`config.mk`:
```
export PLATFORM = sky130hd
export DESIGN_NAME = fetch_prefetch
export DESIGN_NICKNAME = d
export VERILOG_FILES = /design/src/rtl/cpu_pkg.sv /design/src/rtl/fetch_buf.sv /design/src/rtl/fetch_prefetch.sv
export SDC_FILE = /design/constraint.sdc
export NUM_CORES = 1
export LEC_CHECK = 0
export ABC_AREA = 1
export CAP_MARGIN = 20
export CORE_ASPECT_RATIO = 0.7
export CORE_MARGIN = 1
export CORE_UTILIZATION = 38
export DETAILED_ROUTE_END_ITERATION = 8
export PLACE_DENSITY = 0.66
export SLEW_MARGIN = 0
export SYNTH_ARGS = -nofsm -noshare
export SYNTH_HDL_FRONTEND = slang
export SYNTH_SLANG_ARGS = --single-unit
export TNS_END_PERCENT = 100
```
`constraint.sdc`:
```
create_clock -name clk -period 4 [get_ports clk]
set_input_delay 0.8 -clock clk [delete_from_list [all_inputs] [get_ports clk]]
set_output_delay 0.8 -clock clk [all_outputs]
set_load 0.01 [all_outputs]
```
`src/rtl/cpu_pkg.sv`:
```
// Shared CPU front-end definitions: instruction width, canonical NOP and the
// prefetch buffer entry layout.
package cpu_pkg;

    localparam int XLEN = 32;

    localparam logic [XLEN-1:0] NOP_INSTR        = 32'h0000_0013;
    localparam logic [XLEN-1:0] DEFAULT_RESET_PC = 32'h0000_0000;

    typedef struct packed {
        logic [XLEN-1:0] pc;
        logic [XLEN-1:0] instr;
        logic            filled;
    } fetch_entry_t;

endpackage

```
`src/rtl/fetch_buf.sv`:
```
// Circular prefetch buffer: slots are allocated on grant, filled in order on
// response and consumed from the head; flush empties it in one cycle.
module fetch_buf
    import cpu_pkg::*;
#(
    parameter int DEPTH = 4
) (
    input  logic                    clk,
    input  logic                    rst,
    input  logic                    flush,
    input  logic                    alloc_en,
    input  logic [XLEN-1:0]         alloc_pc,
    input  logic                    fill_en,
    input  logic [XLEN-1:0]         fill_instr,
    input  logic                    pop_en,
    output logic [$clog2(DEPTH):0]  count,
    output logic [$clog2(DEPTH):0]  outstanding,
    output fetch_entry_t            head_entry
);

    localparam int PTR_W = $clog2(DEPTH);
    localparam logic [PTR_W:0]   ONE_W = (PTR_W+1)'(1);
    localparam logic [PTR_W-1:0] ONE_H = PTR_W'(1);

    // alloc/fill carry a wrap bit so their difference distinguishes 0 from DEPTH
    logic [PTR_W:0]   alloc_ptr_q, alloc_ptr_d;
    logic [PTR_W:0]   fill_ptr_q, fill_ptr_d;
    logic [PTR_W-1:0] head_ptr_q, head_ptr_d;
    logic [PTR_W:0]   count_q, count_d;
    fetch_entry_t     entries_q [DEPTH];
    fetch_entry_t     entries_d [DEPTH];

    always_comb begin
        alloc_ptr_d = alloc_ptr_q;
        fill_ptr_d  = fill_ptr_q;
        head_ptr_d  = head_ptr_q;
        count_d     = count_q;
        entries_d   = entries_q;
        if (flush) begin
            alloc_ptr_d = '0;
            fill_ptr_d  = '0;
            head_ptr_d  = '0;
            count_d     = '0;
            for (int i = 0; i < DEPTH; i++) begin
                entries_d[i].filled = 1'b0;
            end
        end else begin
            if (alloc_en) begin
                entries_d[alloc_ptr_q[PTR_W-1:0]].pc     = alloc_pc;
                entries_d[alloc_ptr_q[PTR_W-1:0]].filled = 1'b0;
                alloc_ptr_d = alloc_ptr_q + ONE_W;
            end
            if (fill_en) begin
                entries_d[fill_ptr_q[PTR_W-1:0]].instr  = fill_instr;
                entries_d[fill_ptr_q[PTR_W-1:0]].filled = 1'b1;
                fill_ptr_d = fill_ptr_q + ONE_W;
            end
            if (pop_en) begin
                head_ptr_d = head_ptr_q + ONE_H;
            end
            case ({alloc_en, pop_en})
                2'b10:   count_d = count_q + ONE_W;
                2'b01:   count_d = count_q - ONE_W;
                default: count_d = count_q;
            endcase
        end
    end

    always_ff @(posedge clk) begin
        if (rst) begin
            alloc_ptr_q <= '0;
            fill_ptr_q  <= '0;
            head_ptr_q  <= '0;
            count_q     <= '0;
        end else begin
            alloc_ptr_q <= alloc_ptr_d;
            fill_ptr_q  <= fill_ptr_d;
            head_ptr_q  <= head_ptr_d;
            count_q     <= count_d;
        end
    end

    // pc/instr payload is never reset; only the filled flags are
    always_ff @(posedge clk) begin
        entries_q <= entries_d;
        if (rst) begin
            for (int i = 0; i < DEPTH; i++) begin
                entries_q[i].filled <= 1'b0;
            end
        end
    end

    assign count       = count_q;
    assign outstanding = alloc_ptr_q - fill_ptr_q;
    assign head_entry  = entries_q[head_ptr_q];

endmodule

```
`src/rtl/fetch_prefetch.sv`:
```
// Instruction prefetch unit: owns the fetch PC, issues in-order imem requests,
// discards responses made stale by redirects and feeds the fetch/decode stage.
module fetch_prefetch
    import cpu_pkg::*;
#(
    parameter int                    DATA_WIDTH = XLEN,
    parameter int                    DEPTH      = 4,
    parameter logic [DATA_WIDTH-1:0] RESET_PC   = DEFAULT_RESET_PC
) (
    input  logic                  clk,
    input  logic                  rst,
    input  logic                  PCSrc,
    input  logic [DATA_WIDTH-1:0] PCTarget,
    input  logic                  stall,
    output logic                  imem_req,
    output logic [DATA_WIDTH-1:0] imem_addr,
    input  logic                  imem_gnt,
    input  logic                  imem_rvalid,
    input  logic [DATA_WIDTH-1:0] imem_rdata,
    output logic [DATA_WIDTH-1:0] instrF,
    output logic [DATA_WIDTH-1:0] pcF,
    output logic [DATA_WIDTH-1:0] PCPlus4F,
    output logic                  validF
);

    localparam int CNT_W  = $clog2(DEPTH) + 1;
    localparam int DROP_W = $clog2(DEPTH) + 2;

    logic [DATA_WIDTH-1:0] fetch_pc_q, fetch_pc_d;
    logic [DROP_W-1:0]     drop_count_q, drop_count_d;
    logic                  grant, resp_keep, pop;
    logic [CNT_W-1:0]      alloc_count, outstanding;
    fetch_entry_t          head;

    fetch_buf #(
        .DEPTH(DEPTH)
    ) u_buf (
        .clk        (clk),
        .rst        (rst),
        .flush      (PCSrc),
        .alloc_en   (grant),
        .alloc_pc   (fetch_pc_q),
        .fill_en    (resp_keep),
        .fill_instr (imem_rdata),
        .pop_en     (pop),
        .count      (alloc_count),
        .outstanding(outstanding),
        .head_entry (head)
    );

    always_comb begin
        imem_req  = !rst && !PCSrc && (alloc_count < CNT_W'(DEPTH));
        imem_addr = fetch_pc_q;
        grant     = imem_req && imem_gnt;
        resp_keep = imem_rvalid && !PCSrc && (drop_count_q == '0);
        validF    = (alloc_count != '0) && head.filled;
        pop       = validF && !stall && !PCSrc;
        instrF    = validF ? head.instr : NOP_INSTR;
        pcF       = validF ? head.pc : '0;
        PCPlus4F  = validF ? head.pc + DATA_WIDTH'(4) : '0;

        fetch_pc_d = fetch_pc_q;
        if (PCSrc) begin
            fetch_pc_d = PCTarget;
        end else if (grant) begin
            fetch_pc_d = fetch_pc_q + DATA_WIDTH'(4);
        end

        // every unfilled slot becomes a stale response; one arriving now is already spent
        drop_count_d = drop_count_q;
        if (PCSrc) begin
            drop_count_d = drop_count_q + DROP_W'(outstanding) - DROP_W'(imem_rvalid);
        end else if (imem_rvalid && (drop_count_q != '0)) begin
            drop_count_d = drop_count_q - DROP_W'(1);
        end
    end

    always_ff @(posedge clk) begin
        if (rst) begin
            fetch_pc_q   <= RESET_PC;
            drop_count_q <= '0;
        end else begin
            fetch_pc_q   <= fetch_pc_d;
            drop_count_q <= drop_count_d;
        end
    end

endmodule

```
==> results of run 1 <==
[power by group through the flow]
stage | sequential [mW] | clock [mW] | combinational [mW]
2_1_floorplan | 3.68 | 0 | 0.382
3_5_place_dp | 3.71 | 0 | 0.629
5_1_grt | 3.66 | 3.06 | 0.719
3_3_place_gp | 3.71 | 0 | 0.618
6_report | 3.65 | 2.90 | 0.633
4_1_cts | 3.65 | 2.94 | 0.634
[routing by layer]
| layer | vias to the layer above | wire, um | share of wire (%) | GRT usage, % |
|---|---|---|---|---|
| met2 | 572 | 19600 | 42 | 32.2 |
| met3 | 56 | 4220 | 9.1 | 3.90 |
| met5 | - | 12 | 0.026 | 0 |
| met4 | 2 | 785 | 1.7 | 4.59 |
| met1 | 6268 | 22000 | 47 | 32.7 |
| li1 | 6387 | - | - | - |
[layout by cell type (no fill, tap or decap), types with 20 or more instances in the layout]
cell and instances:
buf_4 21, dfxtp_1 49, nor2_1 399, ha_1 20
nand3_1 94, clkdlybuf4s50_1 195, a21oi_1 83, inv_1 132
clkbuf_16 34, edfxtp_1 256, o21ai_0 117, nand2_1 459
[sequential cells by signal (all words and copies together), names as in the netlist]
name and flops:
drop_count_q 4, u_buf.alloc_ptr_q 3, u_buf.entries_q 260, u_buf.fill_ptr_q 3, u_buf.count 3, imem_addr 32
u_buf.head_ptr_q 2
[area by class of cell]
type	count	area (um^2)	area share, %
clock buffers	38	832	4.31
multi-input cells	1304	5930	30.7
well taps	535	669	3.46
inverters	139	541	2.80
repair buffers	235	2460	12.8
flip-flops and latches	307	8720	45.1
clock inverters	17	166	0.861
[worst register-to-register path: cells and delay by family, from the launching register on]
kind / cells / cell delay (ps)
buffers and inverters: 3 / 560
AO/OA/AOI/OAI: 3 / 350
adder cells (fa/ha/maj): 2 / 600
flip-flops: 1 / 420
XOR/XNOR: 1 / 150
AND/OR/NAND/NOR: 6 / 820
[per-stage QoR]
step / setup TNS, ps / instance area, um^2 / cells
final: 0 / 19300 / 2575
after global routing: -2.32 / 19300 / 2575
after CTS: -18.6 / 19100 / 2568
after detailed placement: 0 / 18100 / 2512
after global placement: 0 / 18100 / 2512
after floorplan: 0 / 15600 / 1838
[logic make-up after synthesis]
kind of cell             after synthesis  share of synthesized area, %
AO/OA/AOI/OAI                        230                          7.81
XOR/XNOR                              22                          1.23
adder cells (fa/ha/maj)               23                          1.99
buffers and inverters                227                          6.60
flip-flops                           307                          55.8
AND/OR/NAND/NOR                     1029                          26.6
[what timing repair did]
item                       in CTS  in global routing
setup buffers                   0                  4
setup endpoints to repair      16                 24
pin swaps                       0                  2
cloned                          1                  3
resized for setup               7                 29
[path summary, 6_finish.rpt]
path	to	slack, ps	startpoint
worst min register to register	u_buf.alloc_ptr_q[2]	450	u_buf.alloc_ptr_q[2]
worst max-delay path	PCPlus4F[24]	170	u_buf.head_ptr_q[0]
worst min-delay path	u_buf.alloc_ptr_q[2]	450	u_buf.alloc_ptr_q[2]
worst max register to register	u_buf.count[2]	1040	u_buf.head_ptr_q[0]
==> metrics.md, run 1 <==
| Metric | Value |
|---|---|
| Crit path kind | register to output pin |
| Min Tclk post-route | 3830 ps |
| FP Rows | just over 60 |
| Tightest Pin Transition | between 600 and 700 ps |
| Flop pwr share | 50.8% |
| Part of the power in combinational logic | 8.8% |
| Synth warn | 0 |
| Slowest cell on crit path | clkdlybuf4s50_1 |
| CP most frequent cell | nand2_1 |
| Worst-path clk slew | around 60 ps |
| Yosys top cell area share | 49.2% |
| Pwr dens | 372 mW/mm^2 |
| Final Skew | 11.9 ps |
| Register bit total from synthesis | slightly above 300 |
| 1st-pass router iterations | 6 |
| Final Util | 48.2% |
| Layout cells sized above 1 | 6.81% |
| Later-pin clock latency in the skew report | 580 ps |
| Final WL | 46.6 mm |
| Int Pwr | 5.48 mW |
| Die area | about 0.042 mm^2 |
| Residual DRC | 0 |
| R2R cell count | 15 |
| Final ANT Viol Nets | 0 |
| Total GRT Usage | 21.7% |
| Vias in the first global route | 12241 |
| Buffers and inverters on the worst path | 3 |
| Number of synthesized flops with an enable pin | 256 |
| Initial antenna violation count | 1 |
| CTS tree | yes |
| Max Cap Viol | 0 |
| Tcrit/Tclk final | 95.8% |
| Sink Count | 307 |
| Initial DRC count | 1584 |
| TritonCTS Buffers | 31 |
| Fmax | 261 MHz |
| Sequential share of the synthesized area | 55.8% |
| P_sw | 1.71 mW |
| Hold Crit Depth | 1 |
| Cells after Synth | about 1800 |
| Post-synth top cells | nand2_1, nor2_1, edfxtp_1 |
| Final setup fails | 0 |
| Die W | between 200 and 250 um |
| Worst hold slack | 448 ps |
| Final Max Slew Viols | 0 |
| Synth Net Count | 1931 |
| FFs w/ async S/R, synth | 0% |
| Clock power share | 40.4% |
| Most common cell in the netlist | nand2_1 |
| Num ports | 200 |
| CP max stage delay | 550 ps |
| Area Growth Syn to Fin | 23.8% |
| Maximum root-to-sink buffer count | 3 |
| Top FF cell, synth | edfxtp_1 |
| Pre-CTS setup slack | between 400 and 500 ps |
| Mapped Area | around 0.016 mm^2 |
| Critical path depth | 14 |
| Synth cell types | 41 |
| Critical path required time | ~3200 ps |
| Filler Cells Inserted | 3791 |
| Switching Share | 23.8% |
| Largest net degree at the start of global routing | 68 |
| Worst setup SP type | register |
| Vias | 13285 |
| H-Tree Depth | 1 |
| GR Overflow Total | 0 |
| Routability congestion estimate | 0.949 |
| Crit path DAT | 3030 ps |
| Crit path cell chain | clkinv_8 -> nand2_1 -> o211ai_1 -> nand2_1 -> ha_1 -> nand2_1 -> nor2_2 -> nand2_2 -> nor2_4 -> nand2_1 -> nand2_1 -> inv_1 -> nor2_1 -> clkdlybuf4s50_1 |
| Fin nets | ~2100 |
| Initial Util | 39.0% |
| Final worst setup slack | 169 ps |
| Hold-fix buffers, CTS | 0 |
| Post-DP HPWL | around 30 mm |
| Via/cell ratio | 5.16 |
| HP Class | register to register |
| Top cell type by total area after synthesis | edfxtp_1 |
| First-pass GRT wire length | 69.9 mm |
| Leak Pwr | about 7.6 nW |
| Worst Setup End Kind | output pin |
| Crit-path max FO | 20 |
| VDD IR max | 0.000397 V |
| Rel. slew slack | 59.2% |
| Port bufs | just under 200 |
| Ant diodes | 0 |
| Status | complete, no violations |
| CP delay by family, top | simple AND/OR/NAND/NOR gates |
| Syn_area_per_cell | 8.49 um^2 |
| Pwr Total | 7.19 mW |
| Synth area leaders | edfxtp_1, nand2_1, nor2_1 |
| Die H | between 150 and 200 um |
| DR WL/cell | 18.1 um |
| Core box area | between 0.04 and 0.05 mm^2 |
| Final count of hold timing violations | 0 |
| Root Driver | clkbuf_16 |
(Power assumes the default switching activity.)
==> run 2: changes to the inputs <==
- SKIP_LAST_GASP: not set -> 1
==> run 2 against run 1 <==
Against the previous run:
- design area hardly changed
- register-to-register slack hardly changed
- critical path depth is 2 lower
- global-route usage stayed put
- sequential power hardly changed
- worst hold slack worse by 1.9 ps
- maximum frequency is 0.62% lower
- clock skew is 1.0 ps lower
- non-clock buffer count stayed put
- critical path type unchanged
==> metrics.md, run 2 (synthesized netlist as in run 1, its figures left out) <==
| Metric | Value |
|---|---|
| Status | complete, no violations |
| Tcrit/Tclk final | 96.4% (+0.59 points) |
| Part of the power in combinational logic | 8.8% (about the same) |
| Fin nets | 2111 (unchanged) |
| Final Skew | 10.9 ps (-1.03 ps) |
| First-pass GRT wire length | 69.9 mm (unchanged) |
| Max Cap Viol | 0 (unchanged) |
| Die H | 172 um (unchanged) |
| Vias in the first global route | 12241 (unchanged) |
| Routability congestion estimate | 0.949 (unchanged) |
| FP Rows | 61 (unchanged) |
| Root Driver | clkbuf_16 |
| Flop pwr share | 50.8% (about the same) |
| Critical path required time | 3200 ps (about the same) |
| Final setup fails | 0 (unchanged) |
| HP Class | register to register |
| Via/cell ratio | 5.15 (-0.23%) |
| Core box area | 0.0401 mm^2 (unchanged) |
| Final ANT Viol Nets | 0 (unchanged) |
| Int Pwr | 5.48 mW (about the same) |
| Max reg flops | 260 (unchanged) |
| P_sw | 1.71 mW (-0.15%) |
| R2R Path Start | u_buf.head_ptr_q[0] |
| Most frequent cells in the layout | nand2_1, nor2_1, edfxtp_1 |
| Crit path kind | register to output pin |
| Routed met2 length | 19.7 mm (+0.12%) |
| DR WL/cell | 18.1 um (-0.23%) |
| Worst hold slack | 446 ps (-1.89 ps) |
| Largest net degree at the start of global routing | 68 (unchanged) |
| Total GRT Usage | 21.7% (unchanged) |
| HP Start | u_buf.alloc_ptr_q[2] |
| Most common cell after layout, fill and taps aside | nand2_1 |
| Setup tns final | 0 ps (unchanged) |
| Hold Crit Depth | 1 (unchanged) |
| Tightest Pin Transition | 615 ps (+3.79 ps) |
| Vias | 13255 (-0.23%) |
| 1st-pass router iterations | 5 (-1) |
| Crit-path max FO | 31 (+55%) |
| Pre-CTS setup slack | 464 ps (unchanged) |
| Residual DRC | 0 (unchanged) |
| GR Overflow Total | 0 (unchanged) |
| Fmax | 259 MHz (-0.62%) |
| Port bufs | 199 (unchanged) |
| Critical Path Start | u_buf.head_ptr_q[0] |
| Rel. slew slack | 58.9% (-0.25 points) |
| Initial Util | 39.0% (unchanged) |
| Worst Setup End Kind | output pin |
| Clock power share | 40.4% (about the same) |
| Crit path DAT | 3060 ps (+30 ps) |
| Final count of hold timing violations | 0 (unchanged) |
| Layout cells sized above 1 | 6.81% (unchanged) |
| Leak Pwr | 7.63 nW (about the same) |
| Num ports | 200 (unchanged) |
| Min Tclk post-route | 3860 ps (+23.7 ps) |
| TritonCTS Buffers | 31 (unchanged) |
| Pwr dens | 372 mW/mm^2 (about the same) |
| Final worst setup slack | 145 ps (-23.7 ps) |
| CTS tree | yes |
| VDD IR max | 0.000398 V (about the same) |
| Die area | 0.0419 mm^2 (unchanged) |
| R2R cell count | 15 (unchanged) |
| Final WL | 46.5 mm (-0.23%) |
| Sink Count | 307 (unchanged) |
| Met3 Routed Length | 4.17 mm (-1.4%) |
| Worst-path clk slew | 60 ps (about the same) |
| Switching Share | 23.8% (-0.028 points) |
| Initial antenna violation count | 1 (unchanged) |
| H-Tree Depth | 1 (unchanged) |
| Initial DRC count | 1483 (-6.4%) |
| Worst setup SP type | register |
| Max layer used | met5 |
| Ant diodes | 0 (unchanged) |
| Final Max Slew Viols | 0 (unchanged) |
| Later-pin clock latency in the skew report | 580 ps (about the same) |
| Maximum root-to-sink buffer count | 3 (unchanged) |
| M1 WL | 21.9 mm (-0.38%) |
| Die W | 244 um (unchanged) |
| Pwr Total | 7.18 mW (about the same) |
| Largest Register | u_buf.entries_q |
| Post-DP HPWL | 30.4 mm (unchanged) |
| Area Growth Syn to Fin | 23.7% (about the same) |
| RSZ-0062 raised after global routing | true |
-- run 2: changes by cell type in the layout (fill, tap and decap cells not counted) --
cell	before	now
nor2_4	10	9
nor2_2	15	16
-- run 2: what timing repair did --
item | CTS | global route
pin swaps | 0 | 2
cloned | 1 | 3
endpoints found under the hold margin | 0 | 0
gates resized for setup | 7 | 28
hold buffers | 0 | 0
buffers inserted | 0 | 4
endpoints found under the setup margin | 16 | 24
-- run 2: area by class of cell --
type	instances	area, um^2
flip-flops and latches	307	8720
multi-input cells	1304	5930
clock buffers	38	832
inverters	139	541
fillers	3792	20800
repair buffers	235	2460
well taps	535	669
clock inverters	17	166
-- run 2: critical path: stages (launching register included) --
cell	delay, ps
dfxtp_4	420
buf_8	240
nand2_1	120
nand2_1	100
nand2_1	60
nand2_1	120
nand2_1	90
nor2_1	170
nand2_1	140
nor2_4	170
a21oi_1	90
nor2_1	170
clkdlybuf4s50_1	570
-- run 2: final timing paths --
kind | slack (ps) | endpoint
min | 450 | u_buf.alloc_ptr_q[2]
max | 140 | PCPlus4F[19]
max reg2reg | 1040 | u_buf.count[2]
min reg2reg | 450 | u_buf.alloc_ptr_q[2]
-- run 2: power by group through the flow --
stage / Combinational, mW / Sequential, mW / Clock (mW)
floorplan: 0.382 / 3.68 / 0
global placement: 0.618 / 3.71 / 0
detailed placement: 0.629 / 3.71 / 0
CTS: 0.634 / 3.65 / 2.94
global route: 0.718 / 3.66 / 3.06
finish: 0.633 / 3.65 / 2.90
-- run 2: through the flow --
| stage | cells | instance area [um^2] | utilization [%] |
|---|---|---|---|
| finish | 2575 | 19300 | 48.2 |
| detailed placement | 2512 | 18100 | 45.1 |
| global placement | 2512 | 18100 | 45.1 |
| CTS | 2568 | 19100 | 47.7 |
| global route | 2575 | 19300 | 48.2 |
| floorplan | 1838 | 15600 | - |
-- run 2: routing by layer --
metal  vias to the layer above  GRT usage (%)
li1                       6389              -
met1                      6254           32.7
met2                       558           32.2
met3                        52           3.90
met4                         2           4.59
met5                         -              0
==> patch 1 (config.mk and constraints of run 1) <==
Add an input register stage for `PCTarget`, with the module's reset; this delays it by one clock. The other inputs are not delayed to match.
--- a/src/rtl/fetch_prefetch.sv
+++ b/src/rtl/fetch_prefetch.sv
@@ -27,2 +27,12 @@
     localparam int DROP_W = $clog2(DEPTH) + 2;
+
+    logic [DATA_WIDTH-1:0] PCTarget_q;
+
+    always_ff @(posedge clk) begin
+        if (rst) begin
+            PCTarget_q <= '0;
+        end else begin
+            PCTarget_q <= PCTarget;
+        end
+    end
 
@@ -63,3 +73,3 @@
         if (PCSrc) begin
-            fetch_pc_d = PCTarget;
+            fetch_pc_d = PCTarget_q;
         end else if (grant) begin
Check against the original RTL: not settled (the Yosys comparison gave no result); the edit may change what the design does.
==> patch 1 against run 1 <==
Clock skew increased by 0.0090 ns. Cell count grew 4.7%. Synthesized area up 5.5%. Total power is 10% higher. Via count up 3.3%. Design area increased by 5.4%. Setup slack worse by 0.025 ns. Clock power grew 17%. Routed wire length is 3.2% higher. Worst hold slack better by 0.011 ns. Critical endpoint is now PCPlus4F[16]. Synthesized cell count is 5.5% higher. Sequential cell count increased by 32.
==> patch 1: results (changes against run 1) <==
count of cell types in the netlist 39 (-4.9%); GR Util met3 3.58% (-0.32 points); count of antenna diodes in the layout 2 (+2); combinational fraction of design power 7.2% (-1.6 points); fraction of layout cells with a size suffix above 1 7.09% (+0.28 points); per-instance average area after synthesis 8.50 µm² (about the same); Non-Clock Buffer Count 236 (+0.43%); Initial DRC Count 1255 (-21%); share of the final layout cell area in multi-input gates 29.7% (-1.0 points); reg2reg setup slack 1.08 ns (+0.04 ns); fraction of area in non-clock buffers 11.9% (-0.90 points); GPL Wtd Cong 0.928 (-2.2%); Post-CTS Setup Bufs 1 (+1); DP Cell Count 2629 (+4.7%); WL/cell 17.8 µm (-1.5%); part of the power in registers 49.8% (-1.0 points); portion of the post-synthesis area used by sequential elements 56.7% (+0.96 points); Tot GR Track Use 21.5% (-0.12 points); highest layer used for signal routing met4; met3 WL 3.71 mm (-12%); sink of the worst hold path imem_addr[0]; met2 wire length 20.9 mm (+6.2%); First-pass DRT Iterations 7 (+1); GR Util met2 32.3% (+0.12 points); longest individual stage delay on the worst path 0.58 ns (+0.03 ns); CORE AREA 42600 µm² (+6.2%); status completed; post-CTS resize count 11 (+4); power spent charging and discharging nets 1.78 mW (+4.2%); placement-stage cell area 19000 µm² (+4.9%); most used standard cells in the synthesized netlist 467 x sky130_fd_sc_hd__nand2_1, 440 x sky130_fd_sc_hd__nor2_1, 256 x sky130_fd_sc_hd__edfxtp_1, 167 x sky130_fd_sc_hd__inv_1, 118 x sky130_fd_sc_hd__o21ai_0; worst hold path cell count 2 (+1)
[patch 1: cell types whose count changed after synthesis, moves of 3 or more]
cell,run 1,this run
sky130_fd_sc_hd__buf_1,3,10
sky130_fd_sc_hd__buf_4,10,15
sky130_fd_sc_hd__clkbuf_1,33,27
sky130_fd_sc_hd__dfxtp_1,51,83
sky130_fd_sc_hd__inv_1,134,167
sky130_fd_sc_hd__nand2_1,464,467
sky130_fd_sc_hd__nand2_2,14,10
sky130_fd_sc_hd__nor2_1,407,440
[patch 1: cell families (layout without fill, tap and decap cells)]
| kind of cell | Yosys count | in the layout | share of synthesized area, % |
|---|---|---|---|
| buffers and inverters | 265 | 469 | 7.01 |
| AO/OA/AOI/OAI | 233 | 233 | 7.50 |
| XOR/XNOR | 21 | 21 | 1.12 |
| adder cells (fa/ha/maj) | 23 | 23 | 1.88 |
| other | 0 | 2 | 0 |
| flip-flops | 339 | 339 | 56.7 |
| AND/OR/NAND/NOR | 1058 | 1058 | 25.7 |
==> patch 2 (settings of run 1) <==
Without the edit above. `DEPTH` is set to 4 in 2 places; all go to 2.
--- a/src/rtl/fetch_buf.sv
+++ b/src/rtl/fetch_buf.sv
@@ -5,3 +5,3 @@
 #(
-    parameter int DEPTH = 4
+    parameter int DEPTH = 2
 ) (
--- a/src/rtl/fetch_prefetch.sv
+++ b/src/rtl/fetch_prefetch.sv
@@ -6,3 +6,3 @@
     parameter int                    DATA_WIDTH = XLEN,
-    parameter int                    DEPTH      = 4,
+    parameter int                    DEPTH      = 2,
     parameter logic [DATA_WIDTH-1:0] RESET_PC   = DEFAULT_RESET_PC
Function: changed (a bounded check fails within 4 cycles, from zero or initial values and one cycle with rst high).
==> patch 2 against run 1 <==
Total power decreased by 44%. Synthesized area decreased by 41%. First-iteration DRC count decreased by 59%. Clock skew about the same. Sequential cell count decreased by 135. Setup slack improved by 0.13 ns. Routed wire length decreased by 44%. Design area decreased by 38%. Cell count decreased by 33%. Critical path depth decreased by 4. Count of clock-buffer cells in the layout decreased by 20. Critical endpoint is now PCPlus4F[12].
==> patch 2: results (changes against run 1) <==
Crit Reg-Reg Startpoint u_buf.head_ptr_q; non-filler instance count after layout 1726 (-33%); longest individual stage delay on the worst path 0.58 ns (+0.03 ns); count of cell types in the netlist 32 (-22%); reg2reg setup slack 1.19 ns (+0.15 ns); fraction of layout cells with a size suffix above 1 4.12% (-2.7 points); share of the synthesized netlist area taken by xor and xnor gates 1.82% (+0.59 points); Synth area leaders sky130_fd_sc_hd__edfxtp_1 42%, sky130_fd_sc_hd__nand2_1 17%, sky130_fd_sc_hd__dfxtp_1 9.6%, sky130_fd_sc_hd__nor2_1 8.2%, sky130_fd_sc_hd__inv_1 6.0%; via count of the first global-routing pass 7418 (-39%); Tot GR Track Use 21.0% (-0.66 points); Net Count, Synth 1289 (-33%); clock transition at the registers of the reported paths approximately 0.07 ns; sum of net half-perimeters after detailed placement 18.5 mm (-39%); portion of the post-synthesis area used by sequential elements 51.7% (-4.1 points); endpoint of the worst register-to-register path u_buf.count[1]; vias per inst 4.79 (-7.2%); worst setup skew after layout 0.0118 ns (-0.0000836 ns); post-synthesis async set-or-reset flop share 0% (unchanged); status completed; multiplexer area fraction after synthesis 0% (unchanged); actual transition at the worst max-transition pin 0.772 ns (+0.160 ns); start point of the worst hold path drop_count_q[2]; number of flops mapped to enable cells by yosys 128 (-50%); first-pass GRT wire length 40.6 mm (-42%); DP Cell Count 1695 (-33%); IR Drop Worst-Case VDD 298 µV (-25%); maximum buffer depth of the clock tree 2 (-1); kind of cell with the highest combined delay on the critical path buffers and inverters; worst r2r path cells 12 (-3); nets@finish 1476 (-30%); sink of the worst hold path drop_count_q[2]; source-to-sink clock delay at the later pin of the worst-skew pair 0.43 ns (-0.15 ns); maximum net fanout on the critical path 42 (+110%); final WL 26.2 mm (-44%); adder-cell area share of the yosys netlist 1.45% (-0.54 points); leakage power figure 4.95 nW (-35%); initial antenna violation count 0 (-1); Initial DRC Count 654 (-59%); critical path arrival 2.90 ns (-0.13 ns); instance count of the mapped netlist 1209 (-34%); First-pass DRT Iterations 5 (-1); most used standard cells in the synthesized netlist 417 x sky130_fd_sc_hd__nand2_1, 199 x sky130_fd_sc_hd__nor2_1, 147 x sky130_fd_sc_hd__inv_1, 128 x sky130_fd_sc_hd__edfxtp_1, 71 x sky130_fd_sc_hd__a21oi_1; complex-gate fraction of the synthesized area 7.36% (-0.44 points); Worst Hold Class register to register; clock buffer count from CTS 17 (-45%); largest net degree at the start of global routing 65 (-4.4%); Hold Worst Slack 0.472 ns (+0.0239 ns); H-Tree Depth 4 (+3); number of flip-flops under the largest register name 130 (-50%); GPL Wtd Cong 0.876 (-7.7%)
## patch 2: cell count changes in the layout (fill, tap and decap cells not counted), sizes merged, moves of 11 or more
cell,change
nor2,-221
nand3,-43
inv,+15
a21oi,-12
o21ai,-78
ha,-11
clkbuf,-23
nand2,-61
buf,-18
edfxtp,-128
## patch 2: worst max-delay path by stage
| stage | from | end | slack (ns) | cells past startpoint |
|---|---|---|---|---|
| 2_1_floorplan | PCSrc | u_buf.entries_q[68] | 0.49 | 7 |
| 3_3_place_gp | u_buf.head_ptr_q | PCPlus4F[8] | 0.54 | 11 |
| 3_5_place_dp | u_buf.head_ptr_q | PCPlus4F[8] | 0.45 | 12 |
| 4_1_cts | u_buf.head_ptr_q | PCPlus4F[8] | 0.1 | 12 |
| 5_1_grt | u_buf.head_ptr_q | PCPlus4F[20] | 0.06 | 13 |
| 6_report | u_buf.head_ptr_q | PCPlus4F[12] | 0.30 | 10 |
## patch 2: cell type report
cell class | instances | area (µm²)
clock buffers | 18 | 429
clock inverters | 13 | 139
fillers | 2275 | 11600
inverters | 150 | 566
multi-input cells | 842 | 3670
flip-flops and latches | 172 | 4730
well taps | 318 | 398
repair buffers | 213 | 2130
## patch 2: power breakdown
group	switching (mW)	internal (mW)	total (mW)	leakage, nW
Combinational	0.205	0.172	0.377	3.05
Clock	0.723	0.872	1.59	0.272
Sequential	0.0654	1.98	2.04	1.62
Total	0.994	3.02	4.01	4.95
## patch 2: layer usage
layer | share of wire (%) | vias up | global-route usage (%) | wire length [µm]
li1 | - | 4190 | - | -
met1 | 52 | 3789 | 33.9 | 13600
met2 | 41 | 274 | 28.6 | 10600
met3 | 6.7 | 12 | 4.05 | 1750
met4 | 0.63 | 0 | 3.93 | 166
met5 | 0 | - | 0 | 0
## patch 2: logic make-up (layout without fill, tap and decap cells)
family | after synthesis | after routing
and+or+nand+nor | 685 | 685
adders and majority gates | 10 | 10
xor gates and xnor gates | 19 | 19
DFF | 172 | 172
AOI/OAI and AO/OA | 128 | 128
buffers and inverters | 195 | 394
## patch 2: per-stage QoR
step / instance area, µm² / setup WS, ns / util, %
finish: 12100 / 0.296 / 51.0
global route: 12100 / 0.0561 / 51.0
CTS: 12000 / 0.0991 / 51.0
detailed placement: 11500 / 0.452 / 48.5
global placement: 11400 / 0.540 / 48.4
floorplan: 9140 / 0.488 / -
## patch 2: repair_timing
item | 4_1_cts | 5_1_grt
cloned | 0 | 0
setup buffers | 0 | 0
pin swaps | 0 | 0
hold buffers | 0 | 0
endpoints found under the setup margin | 2 | 17
resized for setup | 1 | 6
